==> config.mk <==
export PLATFORM = sky130hd
export DESIGN_NAME = memory_operator_flat
export DESIGN_NICKNAME = d
export VERILOG_FILES = /design/src/rtl/memory_operator_pkg.sv /design/src/rtl/memory_operator_if.sv /design/src/rtl/memory_operator_load_extender.sv /design/src/rtl/memory_operator.sv /design/src/flat_wrapper.sv
export SDC_FILE = /design/constraint.sdc
export NUM_CORES = 1
export LEC_CHECK = 0
export BUFFER_PORTS_ARGS = -buffer_cell sky130_fd_sc_hd__buf_2
export CORE_MARGIN = 4
export CORE_UTILIZATION = 45
export CTS_CLUSTER_SIZE = 12
export DETAILED_ROUTE_END_ITERATION = 10
export PLACE_DENSITY = 0.7
export SYNTH_ARGS = -nofsm -noshare
export SYNTH_HDL_FRONTEND = slang
export SYNTH_HIERARCHICAL = 1
export SYNTH_SLANG_ARGS = --single-unit
==> constraint.sdc <==
create_clock -name clk_in -period 8.4 [get_ports clk_in]
set_input_delay 0 -clock clk_in [delete_from_list [all_inputs] [get_ports clk_in]]
set_output_delay 0 -clock clk_in [all_outputs]
set_load 0.005 [all_outputs]
==> src/rtl/memory_operator_pkg.sv <==
// Shared constants for the byte-serial memory operator: opcodes, funct3 sizes,
// I/O window bounds and the instruction id width.
package memory_operator_pkg;

    localparam int CSU_SIZE_BITS = 3;

    localparam logic [6:0] OPC_LOAD  = 7'b0000011;
    localparam logic [6:0] OPC_STORE = 7'b0100011;

    typedef enum logic [2:0] {
        F3_B  = 3'b000,
        F3_H  = 3'b001,
        F3_W  = 3'b010,
        F3_BU = 3'b100,
        F3_HU = 3'b101
    } funct3_t;

    localparam logic [31:0] IO_WIN_LO = 32'h0003_0000;
    localparam logic [31:0] IO_WIN_HI = 32'h0003_0007;

    // Byte count of an access; 0 marks an encoding with no memory access.
    function automatic logic [2:0] access_bytes(input logic [2:0] f3);
        case (f3)
            F3_B, F3_BU: return 3'd1;
            F3_H, F3_HU: return 3'd2;
            F3_W:        return 3'd4;
            default:     return 3'd0;
        endcase
    endfunction

    function automatic logic in_io_window(input logic [31:0] a);
        return (a >= IO_WIN_LO) && (a <= IO_WIN_HI);
    endfunction

endpackage

==> src/rtl/memory_operator_if.sv <==
// Dispatch, result and byte-serial RAM signals between the CSU/memory side
// (master) and the memory operator (slave).
interface memory_operator_if #(
    parameter int CSU_SIZE_BITS = memory_operator_pkg::CSU_SIZE_BITS
);
    logic                     is_executing;
    logic                     executing_ins_type;
    logic [CSU_SIZE_BITS-1:0] exec_ins_id;
    logic [6:0]               exec_opcode;
    logic [2:0]               exec_funct3;
    logic [31:0]              exec_imm_val;
    logic [31:0]              exec_rs1;
    logic [31:0]              exec_rs2;
    logic [31:0]              exec_PC;
    logic                     exec_is_compressed_ins;

    logic                     mo_busy;
    logic [31:0]              mo_res;
    logic                     mo_rdy;
    logic [CSU_SIZE_BITS-1:0] mo_res_ins_id;
    logic [31:0]              mo_completed_mo_resulting_PC;

    logic [7:0]               mem_din;
    logic [7:0]               mem_dout;
    logic [31:0]              mem_a;
    logic                     mem_wr;
    logic                     io_buffer_full;

    modport master (
        output is_executing, executing_ins_type, exec_ins_id, exec_opcode, exec_funct3,
               exec_imm_val, exec_rs1, exec_rs2, exec_PC, exec_is_compressed_ins,
               mem_din, io_buffer_full,
        input  mo_busy, mo_res, mo_rdy, mo_res_ins_id, mo_completed_mo_resulting_PC,
               mem_dout, mem_a, mem_wr
    );

    modport slave (
        input  is_executing, executing_ins_type, exec_ins_id, exec_opcode, exec_funct3,
               exec_imm_val, exec_rs1, exec_rs2, exec_PC, exec_is_compressed_ins,
               mem_din, io_buffer_full,
        output mo_busy, mo_res, mo_rdy, mo_res_ins_id, mo_completed_mo_resulting_PC,
               mem_dout, mem_a, mem_wr
    );
endinterface

==> src/rtl/memory_operator_load_extender.sv <==
// Combinational size/sign extension of an assembled little-endian load word.
module load_extender
    import memory_operator_pkg::*;
(
    input  logic [31:0] raw,
    input  logic [2:0]  funct3,
    output logic [31:0] ext
);
    always_comb begin
        ext = raw;
        case (funct3)
            F3_B:    ext = {{24{raw[7]}}, raw[7:0]};
            F3_BU:   ext = {24'd0, raw[7:0]};
            F3_H:    ext = {{16{raw[15]}}, raw[15:0]};
            F3_HU:   ext = {16'd0, raw[15:0]};
            default: ext = raw;
        endcase
    end
endmodule

==> src/rtl/memory_operator.sv <==
// Byte-serial load/store unit: accepts one CSU memory op at a time, walks the
// bytes little-endian over the RAM port and reports the result for one cycle.
module memory_operator #(
    parameter int CSU_SIZE_BITS = memory_operator_pkg::CSU_SIZE_BITS
) (
    input  logic clk_in,
    input  logic rst_in,
    input  logic rdy_in,
    input  logic flush_pipline,
    memory_operator_if.slave bus
);
    import memory_operator_pkg::*;

    typedef enum logic [1:0] {IDLE, LOAD, STORE, DONE} state_t;

    state_t                   state, state_n;
    logic [31:0]              addr_q, rs2_q, pc_q, data_q;
    logic [CSU_SIZE_BITS-1:0] id_q;
    logic [2:0]               f3_q, size_q, cnt_q;
    logic                     load_q, flushed_q;

    logic        accept, stall, last_store_byte;
    logic [2:0]  size_in;
    logic [31:0] byte_addr, ext;

    assign size_in         = access_bytes(bus.exec_funct3);
    assign accept          = bus.is_executing && bus.executing_ins_type &&
                             (state == IDLE) && !flush_pipline;
    assign byte_addr       = addr_q + 32'(cnt_q);
    assign stall           = bus.io_buffer_full && in_io_window(byte_addr);
    assign last_store_byte = !stall && (cnt_q == size_q - 3'd1);

    load_extender u_ext (
        .raw    (data_q),
        .funct3 (f3_q),
        .ext    (ext)
    );

    always_ff @(posedge clk_in) begin
        if (!rst_in)     state <= IDLE;
        else if (rdy_in) state <= state_n;
    end

    always_comb begin
        state_n = state;
        case (state)
            IDLE: begin
                if (accept) begin
                    if (size_in == 3'd0)                   state_n = DONE;
                    else if (bus.exec_opcode == OPC_LOAD)  state_n = LOAD;
                    else if (bus.exec_opcode == OPC_STORE) state_n = STORE;
                    else                                   state_n = DONE;
                end
            end
            LOAD: begin
                if (flush_pipline)         state_n = IDLE;
                else if (cnt_q == size_q)  state_n = DONE;
            end
            // A flushed store still completes every byte, then skips DONE.
            STORE: begin
                if (last_store_byte) state_n = (flushed_q || flush_pipline) ? IDLE : DONE;
            end
            default: state_n = IDLE;
        endcase
    end

    always_ff @(posedge clk_in) begin
        if (!rst_in) begin
            addr_q    <= '0;
            rs2_q     <= '0;
            pc_q      <= '0;
            data_q    <= '0;
            id_q      <= '0;
            f3_q      <= '0;
            size_q    <= '0;
            cnt_q     <= '0;
            load_q    <= 1'b0;
            flushed_q <= 1'b0;
        end else if (rdy_in) begin
            case (state)
                IDLE: begin
                    if (accept) begin
                        addr_q    <= bus.exec_rs1 + bus.exec_imm_val;
                        rs2_q     <= bus.exec_rs2;
                        pc_q      <= bus.exec_PC + (bus.exec_is_compressed_ins ? 32'd2 : 32'd4);
                        id_q      <= bus.exec_ins_id;
                        f3_q      <= bus.exec_funct3;
                        size_q    <= size_in;
                        load_q    <= (bus.exec_opcode == OPC_LOAD) && (size_in != 3'd0);
                        cnt_q     <= '0;
                        data_q    <= '0;
                        flushed_q <= 1'b0;
                    end
                end
                // Read data lags its address by one cycle, so lane cnt-1 is captured.
                LOAD: begin
                    cnt_q <= cnt_q + 3'd1;
                    for (int unsigned k = 0; k < 4; k++)
                        if (cnt_q == 3'(k + 1)) data_q[8*k +: 8] <= bus.mem_din;
                end
                STORE: begin
                    flushed_q <= flushed_q | flush_pipline;
                    if (!stall) cnt_q <= cnt_q + 3'd1;
                end
                default: ;
            endcase
        end
    end

    always_comb begin
        bus.mem_a    = '0;
        bus.mem_wr   = 1'b0;
        bus.mem_dout = '0;
        bus.mo_rdy   = 1'b0;
        bus.mo_res   = '0;
        case (state)
            LOAD: bus.mem_a = byte_addr;
            STORE: begin
                bus.mem_a  = byte_addr;
                bus.mem_wr = rdy_in && !stall;
                case (cnt_q[1:0])
                    2'd0:    bus.mem_dout = rs2_q[7:0];
                    2'd1:    bus.mem_dout = rs2_q[15:8];
                    2'd2:    bus.mem_dout = rs2_q[23:16];
                    default: bus.mem_dout = rs2_q[31:24];
                endcase
            end
            DONE: begin
                bus.mo_rdy = rdy_in && !flush_pipline;
                bus.mo_res = load_q ? ext : '0;
            end
            default: ;
        endcase
    end

    assign bus.mo_busy                      = (state != IDLE);
    assign bus.mo_res_ins_id                = id_q;
    assign bus.mo_completed_mo_resulting_PC = pc_q;

endmodule

==> src/flat_wrapper.sv <==
// flat-port wrapper written by rule: the top's interface ports become plain ports
module memory_operator_flat import memory_operator_pkg::*;
#(
    parameter int CSU_SIZE_BITS = memory_operator_pkg::CSU_SIZE_BITS
)
  (clk_in, rst_in, rdy_in, flush_pipline, bus_is_executing, bus_executing_ins_type, bus_exec_ins_id, bus_exec_opcode, bus_exec_funct3, bus_exec_imm_val, bus_exec_rs1, bus_exec_rs2, bus_exec_PC, bus_exec_is_compressed_ins, bus_mem_din, bus_io_buffer_full, bus_mo_busy, bus_mo_res, bus_mo_rdy, bus_mo_res_ins_id, bus_mo_completed_mo_resulting_PC, bus_mem_dout, bus_mem_a, bus_mem_wr);
  memory_operator_if #(.CSU_SIZE_BITS(CSU_SIZE_BITS)) bus_i ();
  input  logic clk_in;
  input  logic rst_in;
  input  logic rdy_in;
  input  logic flush_pipline;
  input wire logic [$bits(bus_i.is_executing)-1:0] bus_is_executing;
  input wire logic [$bits(bus_i.executing_ins_type)-1:0] bus_executing_ins_type;
  input wire logic [$bits(bus_i.exec_ins_id)-1:0] bus_exec_ins_id;
  input wire logic [$bits(bus_i.exec_opcode)-1:0] bus_exec_opcode;
  input wire logic [$bits(bus_i.exec_funct3)-1:0] bus_exec_funct3;
  input wire logic [$bits(bus_i.exec_imm_val)-1:0] bus_exec_imm_val;
  input wire logic [$bits(bus_i.exec_rs1)-1:0] bus_exec_rs1;
  input wire logic [$bits(bus_i.exec_rs2)-1:0] bus_exec_rs2;
  input wire logic [$bits(bus_i.exec_PC)-1:0] bus_exec_PC;
  input wire logic [$bits(bus_i.exec_is_compressed_ins)-1:0] bus_exec_is_compressed_ins;
  input wire logic [$bits(bus_i.mem_din)-1:0] bus_mem_din;
  input wire logic [$bits(bus_i.io_buffer_full)-1:0] bus_io_buffer_full;
  output wire logic [$bits(bus_i.mo_busy)-1:0] bus_mo_busy;
  output wire logic [$bits(bus_i.mo_res)-1:0] bus_mo_res;
  output wire logic [$bits(bus_i.mo_rdy)-1:0] bus_mo_rdy;
  output wire logic [$bits(bus_i.mo_res_ins_id)-1:0] bus_mo_res_ins_id;
  output wire logic [$bits(bus_i.mo_completed_mo_resulting_PC)-1:0] bus_mo_completed_mo_resulting_PC;
  output wire logic [$bits(bus_i.mem_dout)-1:0] bus_mem_dout;
  output wire logic [$bits(bus_i.mem_a)-1:0] bus_mem_a;
  output wire logic [$bits(bus_i.mem_wr)-1:0] bus_mem_wr;
  assign bus_i.is_executing = bus_is_executing;
  assign bus_i.executing_ins_type = bus_executing_ins_type;
  assign bus_i.exec_ins_id = bus_exec_ins_id;
  assign bus_i.exec_opcode = bus_exec_opcode;
  assign bus_i.exec_funct3 = bus_exec_funct3;
  assign bus_i.exec_imm_val = bus_exec_imm_val;
  assign bus_i.exec_rs1 = bus_exec_rs1;
  assign bus_i.exec_rs2 = bus_exec_rs2;
  assign bus_i.exec_PC = bus_exec_PC;
  assign bus_i.exec_is_compressed_ins = bus_exec_is_compressed_ins;
  assign bus_i.mem_din = bus_mem_din;
  assign bus_i.io_buffer_full = bus_io_buffer_full;
  assign bus_mo_busy = bus_i.mo_busy;
  assign bus_mo_res = bus_i.mo_res;
  assign bus_mo_rdy = bus_i.mo_rdy;
  assign bus_mo_res_ins_id = bus_i.mo_res_ins_id;
  assign bus_mo_completed_mo_resulting_PC = bus_i.mo_completed_mo_resulting_PC;
  assign bus_mem_dout = bus_i.mem_dout;
  assign bus_mem_a = bus_i.mem_a;
  assign bus_mem_wr = bus_i.mem_wr;
  memory_operator #(.CSU_SIZE_BITS(CSU_SIZE_BITS)) u_core (.clk_in(clk_in), .rst_in(rst_in), .rdy_in(rdy_in), .flush_pipline(flush_pipline), .bus(bus_i));
endmodule
* Word level (Yosys, flattened, before mapping)
Cells that the tools add are included.
** Word-level totals
- Output and inout port bits :: 110
- Flip-flop bits (word level) :: 144
- Bits of input ports :: 157
- Word-level logic and storage cells :: 113
** Operators by class
- Bitwise operators :: 1
- Eq/ne operators :: 28
- Add/subtract/negate cells :: 5
- Order comparisons :: 2
- Multiplexer cells :: 30
- Reductions and logical operators :: 33
** Operators with widths (count)
- 32-bit 2-to-1 mux :: 4
- 32-bit one-hot mux with 4 select lines :: 1
- 32-bit adder :: 2
- 32-bit one-hot mux with 2 select lines :: 1
- 8-bit 2-to-1 mux :: 5
- 32-bit by 3-bit adder with 32-bit output :: 1
- 32-bit by 18-bit >= comparator with 1-bit output (second input constant) :: 1
- 32-bit by 18-bit less-or-equal comparator with 1-bit output (second input constant) :: 1
- 8-bit one-hot mux with 3 select lines :: 1
- 4-bit AND reduction :: 6
- 3-bit one-hot mux with 3 select lines :: 2
- 3-bit == test (second input constant) :: 5
- 2-bit 2-to-1 mux :: 7
- 2-bit by 1-bit inequality test with 1-bit output (second input constant) :: 6
- 3-bit by 1-bit == test with 1-bit output (second input constant) :: 3
- 3-bit by 2-bit == test with 1-bit output (second input constant) :: 3
- 1-bit logical AND :: 9
- 3-bit logical NOT :: 3
- 3-bit 2-to-1 mux :: 3
- 7-bit by 2-bit == test with 1-bit output (second input constant) :: 1
- 7-bit by 6-bit == test with 1-bit output (second input constant) :: 1
- 2-bit == test (second input constant) :: 3
- 3-bit == test :: 2
- 2-bit one-hot mux with 3 select lines :: 1
- other kinds (15) :: 27

* Logic depth before layout (Yosys ltp)
Gate-level depths: netlist of the first run.
- Depth in word-level cells :: 8
- Depth in mapped cells :: 12
- Gate-level depth less buffers :: 12

* By module
Netlist of the first run, hierarchy kept.
** By module, submodules not included
- memory_operator :: area each 9146.3 µm², cells an instance 1170, seq. area each 2882.8 µm², times used 1
- load_extender :: area each 355.3 µm², cells an instance 67, seq. area each 0.0 µm², times used 1

* Least setup slack after synthesis of the first run
OpenSTA, ideal clock, no wires.
- Kind :: register -> register
- From :: register u_core.cnt_q[0]
- To :: register u_core.cnt_q[0]
- Setup slack :: 5.634 ns
- Data arrival time :: 2.694 ns
- Cell stages (with the launch flop) :: 12
- Setup time :: 0.072 ns
- Cells stage by stage :: dfxtp_1 -> ha_1 -> fa_1 -> a21oi_2 -> nor2_1 -> and3_1 -> nand3_1 -> nand3_1 -> a2111oi_2 -> o211ai_2 -> o211ai_4 -> mux2i_1
** Between the ends
- Word-level cells in the longest chain between the ends :: 6
- Elaborated cells on any way between the ends :: 10
- Classes of those cells :: 2 x add/sub; 2 x order compare; 1 x eq/ne; 2 x mux; 3 x reduce/logical
** Ends and longest elaborated chain
- from (decl) :: RTL line memory_operator.sv:19 : logic [2:0] f3_q, size_q, cnt_q;
- from (signal assigned) :: RTL line memory_operator.sv:97 : cnt_q <= cnt_q + 3'd1;
- from (signal assigned) :: RTL line memory_operator.sv:103 : if (!stall) cnt_q <= cnt_q + 3'd1;
- 32-bit by 3-bit adder with 32-bit output :: RTL line memory_operator.sv:29 : assign byte_addr = addr_q + 32'(cnt_q);
- 32-bit by 18-bit >= comparator with 1-bit output or 32-bit by 18-bit less-or-equal comparator with 1-bit output (tied branches) :: RTL line memory_operator_pkg.sv:32 : return (a >= IO_WIN_LO) && (a <= IO_WIN_HI);
- 1-bit logical AND :: RTL line memory_operator_pkg.sv:32
- 1-bit logical AND :: RTL line memory_operator.sv:30 : assign stall = bus.io_buffer_full && in_io_window(byte_addr);
- 2-bit inequality test (no line)
- 4-bit AND reduction (no line)
Parallel ways exist; a longest one is shown, timed or not. The select of a mux whose other input is x is not followed.
A chain may end at the register's enable or synchronous reset.

* Worst setup path after layout of the first run
- From :: register u_core.cnt_q[0]
- To :: output port bus_mem_wr
** Between the ends
- Word-level cells in the longest chain between the ends :: 7
- Elaborated cells on any way between the ends :: 8
- Classes of those cells :: 1 x add/sub; 2 x order compare; 1 x mux; 4 x reduce/logical
** Ends and longest elaborated chain
- 32-bit by 3-bit adder with 32-bit output (*) :: RTL line memory_operator.sv:29
- 32-bit by 18-bit >= comparator with 1-bit output or 32-bit by 18-bit less-or-equal comparator with 1-bit output (tied branches) :: RTL line memory_operator_pkg.sv:32
- 1-bit logical AND (*) :: RTL line memory_operator_pkg.sv:32
- 1-bit logical AND (*) :: RTL line memory_operator.sv:30
- 1-bit logical NOT (*) :: RTL line memory_operator.sv:120 : bus.mem_wr = rdy_in && !stall;
- 1-bit logical AND (*) :: RTL line memory_operator.sv:120
- 1-bit 2-to-1 mux (*) :: RTL line memory_operator.sv:116 : case (state)
- to (decl) :: RTL line flat_wrapper.sv:31 : output wire logic [$bits(bus_i.mem_wr)-1:0] bus_mem_wr;
Mark *: on every way between the ends. The rest lies on a longest branch, timed or not.

==> results of run 1 <==
==> critical path: stages (launching register included) <==
cell and delay, ns:
dfxtp_1 0.37, ha_1 0.23, fa_1 0.42, a21oi_2 0.29, nor2_1 0.18, and3_1 0.22
nand3_1 0.15, nand3_1 0.11, a2111oi_2 0.34, o211ai_2 0.20, o311a_1 0.37, buf_2 0.14
==> routing by layer <==
| metal | GRT usage | vias to the layer above | wire [um] |
|---|---|---|---|
| met2 | 0.396 | 357 | 13700 |
| met5 | 0 | - | 13 |
| li1 | - | 4910 | - |
| met3 | 0.0628 | 57 | 2380 |
| met1 | 0.299 | 4511 | 12500 |
| met4 | 0.0798 | 2 | 668 |
==> state kept, by name, indices dropped and copies added (netlist names) <==
name and count:
u_core/addr_q 32, u_core/bus.mo_completed_mo_resulting_PC 32, u_core/bus.mo_res_ins_id 3, u_core/cnt_q 3
u_core/data_q 32, u_core/f3_q 3, u_core/flushed_q 1, u_core/load_q 1
u_core/rs2_q 32, u_core/size_q 3, u_core/state 2
==> power by group through the flow <==
stage,combinational (mW),sequential (mW),clock (mW)
5_1_grt,0.459,0.755,0.788
6_report,0.417,0.750,0.745
4_1_cts,0.412,0.749,0.764
2_1_floorplan,0.258,0.751,0
3_5_place_dp,0.379,0.764,0
3_3_place_gp,0.376,0.762,0
==> how the worst max path moves through the flow <==
stage                          from         endpoint  slack [ns]  cells past startpoint
finish              u_core/cnt_q[0]       bus_mem_wr        4.95                     11
detailed placement  u_core/cnt_q[0]  u_core/cnt_q[1]        5.30                     11
global route        u_core/cnt_q[0]       bus_mem_wr        4.76                     11
global placement    u_core/cnt_q[0]  u_core/cnt_q[0]        5.42                     11
floorplan           u_core/cnt_q[0]  u_core/cnt_q[0]        5.63                     11
CTS                 u_core/cnt_q[0]       bus_mem_wr        4.95                     11
==> through the flow <==
step                instances  instance area [um^2]  total power, mW  hold WS (ns)  utilization
floorplan                1237                  9500             1.01         0.109            -
global placement         1691                 10800             1.14         0.241        0.527
detailed placement       1691                 10800             1.14         0.245        0.527
CTS                      1808                 12200             1.92        0.0117        0.597
global route             1809                 12200             2.00        0.0485        0.597
finish                   1809                 12200             1.91        0.0175        0.597
==> cells by family after synthesis <==
logic type | synth area share
AOI/OAI and AO/OA | 0.209
xor gates and xnor gates | 0.0802
adders and majority gates | 0.0669
buffers and inverters | 0.0525
DFF | 0.303
muxes | 0.0125
and+or+nand+nor | 0.275
==> cell type report <==
| cell class | instances | area (um^2) |
|---|---|---|
| sequential | 144 | 2880 |
| tap | 270 | 338 |
| timing repair buffer | 355 | 2210 |
| clock buffer | 19 | 443 |
| multi-input combinational | 982 | 6130 |
| fill | 1835 | 8250 |
| inverter | 25 | 96.3 |
| antenna | 1 | 2.50 |
| clock inverter | 13 | 139 |
==> layout by cell type, fill, tap and decap left out, types with 5 or more instances in the layout <==
cell type,count
buf_2,266
nand2_1,202
dfxtp_1,144
nor2_1,124
a21oi_1,99
dlygate4sd3_1,85
o21ai_0,50
xor2_1,49
ha_1,46
and3_1,43
xnor2_1,38
and2_1,36
nand3_1,35
a22oi_1,33
a211oi_1,33
inv_1,23
clkbuf_16,17
nor3_1,14
a21o_1,13
nand4_1,13
or3_1,12
nor2b_1,11
o21ai_1,9
mux2i_1,9
a222oi_1,8
nand2b_1,8
o21a_1,8
a311oi_1,7
inv_6,6
o21bai_1,5
==> timing repair <==
action / CTS / global route
hold endpoints to repair: 105 / 0
hold buffers: 85 / 0
setup buffers: 0 / 0
gates resized for setup: 0 / 0
setup endpoints to repair: 0 / 0
==> metrics.md, run 1 <==
| Metric | Value |
|---|---|
| Die height | 153 um |
| Total wire length | 29.2 mm |
| Drt drc | 0 |
| Hold Vio Cnt, Final | 0 |
| Comb power frac | 0.218 |
| Hpwl dp | 21.0 mm |
| Syn nets | 1,443 |
| Reg-to-reg startpoint | u_core/state[0] |
| Count of clock tree sinks | 144 |
| Synth top area cells | dfxtp_1 (30%), nand2_1 (8.0%), ha_1 (6.1%) |
| Critical Path Start Type | flip-flop |
| Tcrit/Tclk final | 0.410 |
| Unrepaired setup endpoints after global routing | no |
| Deepest clock path buffer count | 2 |
| Drt wl/cell | 16.2 um |
| Synthesized flop and latch total | 144 |
| Leakage | 5.44 nW |
| Clock transition at path regs | 0.06 ns |
| GRT Total Usage | 0.238 |
| PD cells | 156 nW/um^2 |
| Hold Path End | u_core/state[0] |
| Gate Count Post-Synth | 1,237 |
| Port Buf Inserts | 266 |
| Fmax | 290 MHz |
| Area of the mapped netlist | 9500 um^2 |
| Largest net degree at the start of global routing | 87 |
| Internal power | 1.33 mW |
| Clock group share of total power | 0.390 |
| Area Overhead vs Synth | 28.8% |
| Ys flop type | dfxtp_1 |
| Clock Skew | 0.00886 ns |
| CP required | 8.40 ns |
| Number of global-route vias before repair | 9,593 |
| Reg-to-reg slack, setup | 5.27 ns |
| Synth unique cells | 80 |
| Peak VDD IR | 121 uV |
| Crit path DAT | 3.45 ns |
| Vias/cell | 5.44 |
| Post-synthesis sequential area ratio | 0.303 |
| Row cnt | 52 |
| Asr flop ratio synth | 0 |
| WHS Path Cells | 3 |
| Min-delay src | rst_in |
| Top cell type's share of synthesized area | 0.303 |
| Reg2Reg Depth | 9 |
| Crit Reg-Reg Endpoint | u_core/bus.mo_completed_mo_resulting_PC[18] |
| Synth area leader | dfxtp_1 |
| Post-route setup slack | 4.95 ns |
| Layout cell share with drive strength beyond 1 | 0.216 |
| Gr ovfl total | 0 |
| NumNets Final | 1,731 |
| Critical Path End Type | primary output |
| Clk_lat worst skew | 0.42 ns |
| Critical Path Fanout Max | 6 |
| Syn_area_per_cell | 7.68 um^2 |
| Clock root cell | clkbuf_16 |
| First-pass GRT wire length | 47.1 mm |
| Synth cell count leaders | nand2_1 (202), dfxtp_1 (144), nor2_1 (125) |
| Setup_tns | 0 ns |
| Slew of the pin with the lowest slew margin | 0.914 ns |
| Max-slew headroom | 0.391 |
| Class of the worst hold path | primary input to flip-flop |
| Initial Utilization | 0.464 |
| Maximum capacitance violations | 0 |
| Seq pwr share | 0.392 |
| I/O pin cnt | 267 |
| CTS HTree Levels | 4 |
| Switch share | 0.307 |
| Switching power | 0.587 mW |
| Initial antenna violation count | 2 |
| DIE AREA | 23,500 um^2 |
| Post-layout min period | 3.45 ns |
| Post-synth EDFFs | 0 |
| CTS tree | done |
| Slew Viols, Final | 0 |
| Count leader, synth | nand2_1 |
| First drt pass iteration count | 5 |
| Yosys warnings | 6 |
| GP Congestion | 0.949 |
| Cts bufs inserted | 17 |
| Routed Antenna Nets | 0 |
| # setup viols final | 0 |
| Status | finished clean |
| Pre-CTS WS | 5.30 ns |
| Die W | 153 um |
| CP Class | flip-flop to primary output |
| DRT iter0 DRCs | 700 |
| Vias | 9,837 |
| CORE AREA | 20,500 um^2 |
Power figures use the tool's default switching activity.
==> run 2, diff against run 1 <==
--- a/config.mk
+++ b/config.mk
@@ -5,6 +5,7 @@
 export SDC_FILE = /design/constraint.sdc
 export NUM_CORES = 1
 export LEC_CHECK = 0
+export ABC_AREA = 1
 export BUFFER_PORTS_ARGS = -buffer_cell sky130_fd_sc_hd__buf_2
 export CORE_MARGIN = 4
 export CORE_UTILIZATION = 45
==> constraint.sdc (replaced) <==
create_clock -name clk_in -period 3.46 [get_ports clk_in]
set_input_delay 0 -clock clk_in [delete_from_list [all_inputs] [get_ports clk_in]]
set_output_delay 0 -clock clk_in [all_outputs]
set_load 0.005 [all_outputs]
==> metrics.md, run 2 <==
| Metric | Value |
|---|---|
| Count of clock tree sinks | 144 (unchanged) |
| CORE AREA | 22,100 um^2 (+7.8%) |
| Drt wl/cell | 15.8 um (-2.0%) |
| Hold Path End | u_core/bus.mo_completed_mo_resulting_PC[22] |
| Total wire length | 35.2 mm (+21%) |
| Unrepaired setup endpoints after global routing | no |
| Vias/cell | 5.19 (-4.5%) |
| Simple-Gate Fraction of Synth Area | 0.333 (+0.0572) |
| Die W | 159 um (+3.5%) |
| GRT Total Usage | 0.273 (+0.0353) |
| First drt pass iteration count | 6 (+1) |
| Die height | 159 um (+3.5%) |
| Mux contribution to synthesized area | 0 (-0.0125) |
| Critical Path End Type | primary output |
| Area after DPL | 11,700 um^2 (+8.2%) |
| DIE AREA | 25,200 um^2 (+7.1%) |
| Reg2Reg Depth | 8 (-1) |
| Syn_area_per_cell | 6.27 um^2 (-18%) |
| CP Class | flip-flop to primary output |
| Number of global-route vias before repair | 10,700 (+12%) |
| Tcrit/Tclk final | 0.846 |
| Row cnt | 54 (+3.8%) |
| Internal power | 3.22 mW (+140%) |
| Min-delay src | bus_exec_PC[22] |
| Yosys warnings | 6 (unchanged) |
| Synth unique cells | 50 (-38%) |
| Clock root cell | clkbuf_16 |
| Routed Antenna Nets | 0 (unchanged) |
| Leakage | 6.56 nW (+21%) |
| Main combinational cell family by area after synthesis | simple AND/OR/NAND/NOR gates |
| Clock transition at path regs | 0.07 ns (about the same) |
| Class of the worst hold path | primary input to flip-flop |
| NumNets Final | 2,139 (+24%) |
| Ys flop type | dfxtp_1 |
| Syn nets | 1,836 (+27%) |
| Compound-Gate Fraction of Synth Area | 0.155 (-0.0537) |
| First-pass GRT wire length | 55.0 mm (+17%) |
| Max-slew headroom | 0.319 (-0.0721) |
| Initial Utilization | 0.462 (-0.00122) |
| Slew of the pin with the lowest slew margin | 1.02 ns (+0.108 ns) |
| Clock Skew | 0.0161 ns (+0.00720 ns) |
| Switch share | 0.363 (+0.0557) |
| PostCTS Resize Cnt | 0 (unchanged) |
| Area Overhead vs Synth | 27.5% |
| Slew Viols, Final | 0 (unchanged) |
| Number of fill cells | 2,166 (+18%) |
| Largest net degree at the start of global routing | 105 (+21%) |
| Peak VDD IR | 321 uV (+170%) |
| Gr ovfl total | 0 (unchanged) |
| Layout cell share with drive strength beyond 1 | 0.184 (-0.0319) |
| Status | finished clean |
| Synth area leader | dfxtp_1 |
| Post-layout min period | 2.93 ns |
| Cts bufs inserted | 17 (unchanged) |
| Setup_tns | 0 ns (unchanged) |
| Count leader, synth | nand2_1 |
| WHS Path Cells | 4 (+1) |
| DRT iter0 DRCs | 1,011 (+44%) |
| Critical Path Start Type | flip-flop |
| Switching power | 1.83 mW (+210%) |
| Top cell type's share of synthesized area | 0.282 (-0.0212) |
| PD cells | 387 nW/um^2 (+150%) |
| Synthesized flop and latch total | 144 (unchanged) |
| Hold Vio Cnt, Final | 0 (unchanged) |
| # setup viols final | 0 (unchanged) |
| Clk_lat worst skew | 0.43 ns (about the same) |
| Vias | 11,600 (+17%) |
| Port Buf Inserts | 266 (unchanged) |
| Synth top area cells | dfxtp_1 (28%), nand2_1 (12%), nor2_1 (11%) |
| # diodes | 0 (-1) |
| Comb power frac | 0.268 (+0.050) |
| Design area | 13,000 um^2 (+6.4%) |
| Most frequent cells in the layout | nand2_1 (327), nor2_1 (290), buf_2 (266) |
| Hold_buf cts | 72 (-15%) |
| I/O pin cnt | 267 (unchanged) |
| CP required | 3.46 ns (-4.94 ns) |
| Post-synth EDFFs | 0 (unchanged) |
| Deepest clock path buffer count | 2 (unchanged) |
| Reg-to-reg slack, setup | 0.62 ns (-4.65 ns) |
| Hpwl dp | 26.9 mm (+28%) |
| Most common cell after layout, fill and taps aside | nand2_1 |
| Drt drc | 0 (unchanged) |
| Fmax | 341 MHz |
| GP Congestion | 0.975 (+2.7%) |
| CTS tree | done |
| Asr flop ratio synth | 0 (unchanged) |
| Area of the mapped netlist | 10,200 um^2 (+7.5%) |
| Critical Path Fanout Max | 5 (-1) |
| Maximum capacitance violations | 0 (unchanged) |
| CTS HTree Levels | 4 (unchanged) |
| Setup Fix Bufs, Post-CTS | 0 (unchanged) |
| Initial antenna violation count | 0 (-2) |
| Synth cell count leaders | nand2_1 (327), nor2_1 (291), inv_1 (223) |
| Post-synthesis sequential area ratio | 0.282 (-0.0212) |
| Crit path DAT | 2.93 ns (-0.52 ns) |
| Crit Reg-Reg Endpoint | u_core/size_q[1] |
| Post-synthesis adder-cell area fraction | 0.0622 (-0.00468) |
| Seq pwr share | 0.362 (-0.030) |
| Post-synthesis xor/xnor area fraction | 0.0555 (-0.0247) |
| Reg-to-reg startpoint | u_core/state[0] |
| Gate Count Post-Synth | 1,630 (+32%) |
| Clock group share of total power | 0.370 (-0.020) |
-- run 2: cell types whose count changed after synthesis, sizes merged, moves of 13 or more --
cell    previous run  this run
o21ai             59       126
nor2             126       306
clkbuf            62        45
a211oi            34         4
nand3             39        82
a22oi             33         0
and2              36         3
and3              43         2
nand4             13        26
nand2            202       338
xnor2             38        22
inv               24       225
a21oi            101       123
-- run 2: how the worst max path moves through the flow --
| stage | start | cells past startpoint | endpoint | slack (ns) |
|---|---|---|---|---|
| finish | u_core/cnt_q[0] | 15 | bus_mem_wr | 0.53 |
| global route | u_core/cnt_q[0] | 15 | bus_mem_wr | 0.33 |
| global placement | u_core/cnt_q[0] | 18 | u_core/cnt_q[1] | 0.79 |
| floorplan | u_core/cnt_q[0] | 18 | u_core/state[1] | 1.17 |
| detailed placement | u_core/cnt_q[0] | 18 | u_core/cnt_q[1] | 0.71 |
| CTS | u_core/cnt_q[0] | 15 | bus_mem_wr | 0.55 |
-- run 2: power by group through the flow --
stage	logic, mW	registers (mW)	clock network, mW
after floorplan	0.819	1.84	0
after global placement	1.25	1.86	0
after detailed placement	1.26	1.86	0
after CTS	1.33	1.82	1.90
after global routing	1.50	1.84	1.97
final	1.35	1.83	1.87
-- run 2: cell type report --
cell class | count | area (um^2) | share of cell area
Inverter | 226 | 848 | 0.0651
Timing Repair Buffer | 347 | 2130 | 0.164
Clock buffer | 17 | 425 | 0.0327
Tap cell | 280 | 350 | 0.0269
Multi-Input combinational cell | 1197 | 6190 | 0.476
Sequential cell | 144 | 2880 | 0.221
Clock inverter | 15 | 193 | 0.0148
-- run 2: kinds of logic after synthesis --
group	after synthesis
buffers and inverters	289
XOR/XNOR	63
flip-flops	144
AO/OA/AOI/OAI	295
AND/OR/NAND/NOR	790
adder cells (fa/ha/maj)	49
-- run 2: per-stage QoR --
stage	hold slack [ns]	setup slack, ns	power, mW	cells	util
after detailed placement	0.231	0.708	3.12	2122	0.529
final	0.0125	0.532	5.04	2226	0.590
after global routing	0.0353	0.330	5.31	2226	0.590
after floorplan	0.0829	1.17	2.66	1630	-
after CTS	0.00144	0.549	5.05	2226	0.590
after global placement	0.222	0.785	3.11	2122	0.529
-- run 2: layer usage --
| layer | track usage | wire length, um |
|---|---|---|
| met2 | 0.430 | 15800 |
| met3 | 0.0470 | 2960 |
| met5 | 0 | 0 |
| met4 | 0.0841 | 886 |
| met1 | 0.382 | 15500 |
-- run 2: critical path, stage by stage (launching register included) --
cell and delay [ns]:
dfxtp_1 0.36, ha_1 0.26, fa_1 0.46, nand2_1 0.11, nand2_1 0.07, nand3_1 0.18, nand2_1 0.08, nand2_1 0.11
nand3_1 0.11, nor2_1 0.09, nand4_1 0.08, nor2_1 0.11, nand3_1 0.12, nor2_2 0.13, a31oi_1 0.10, buf_2 0.14
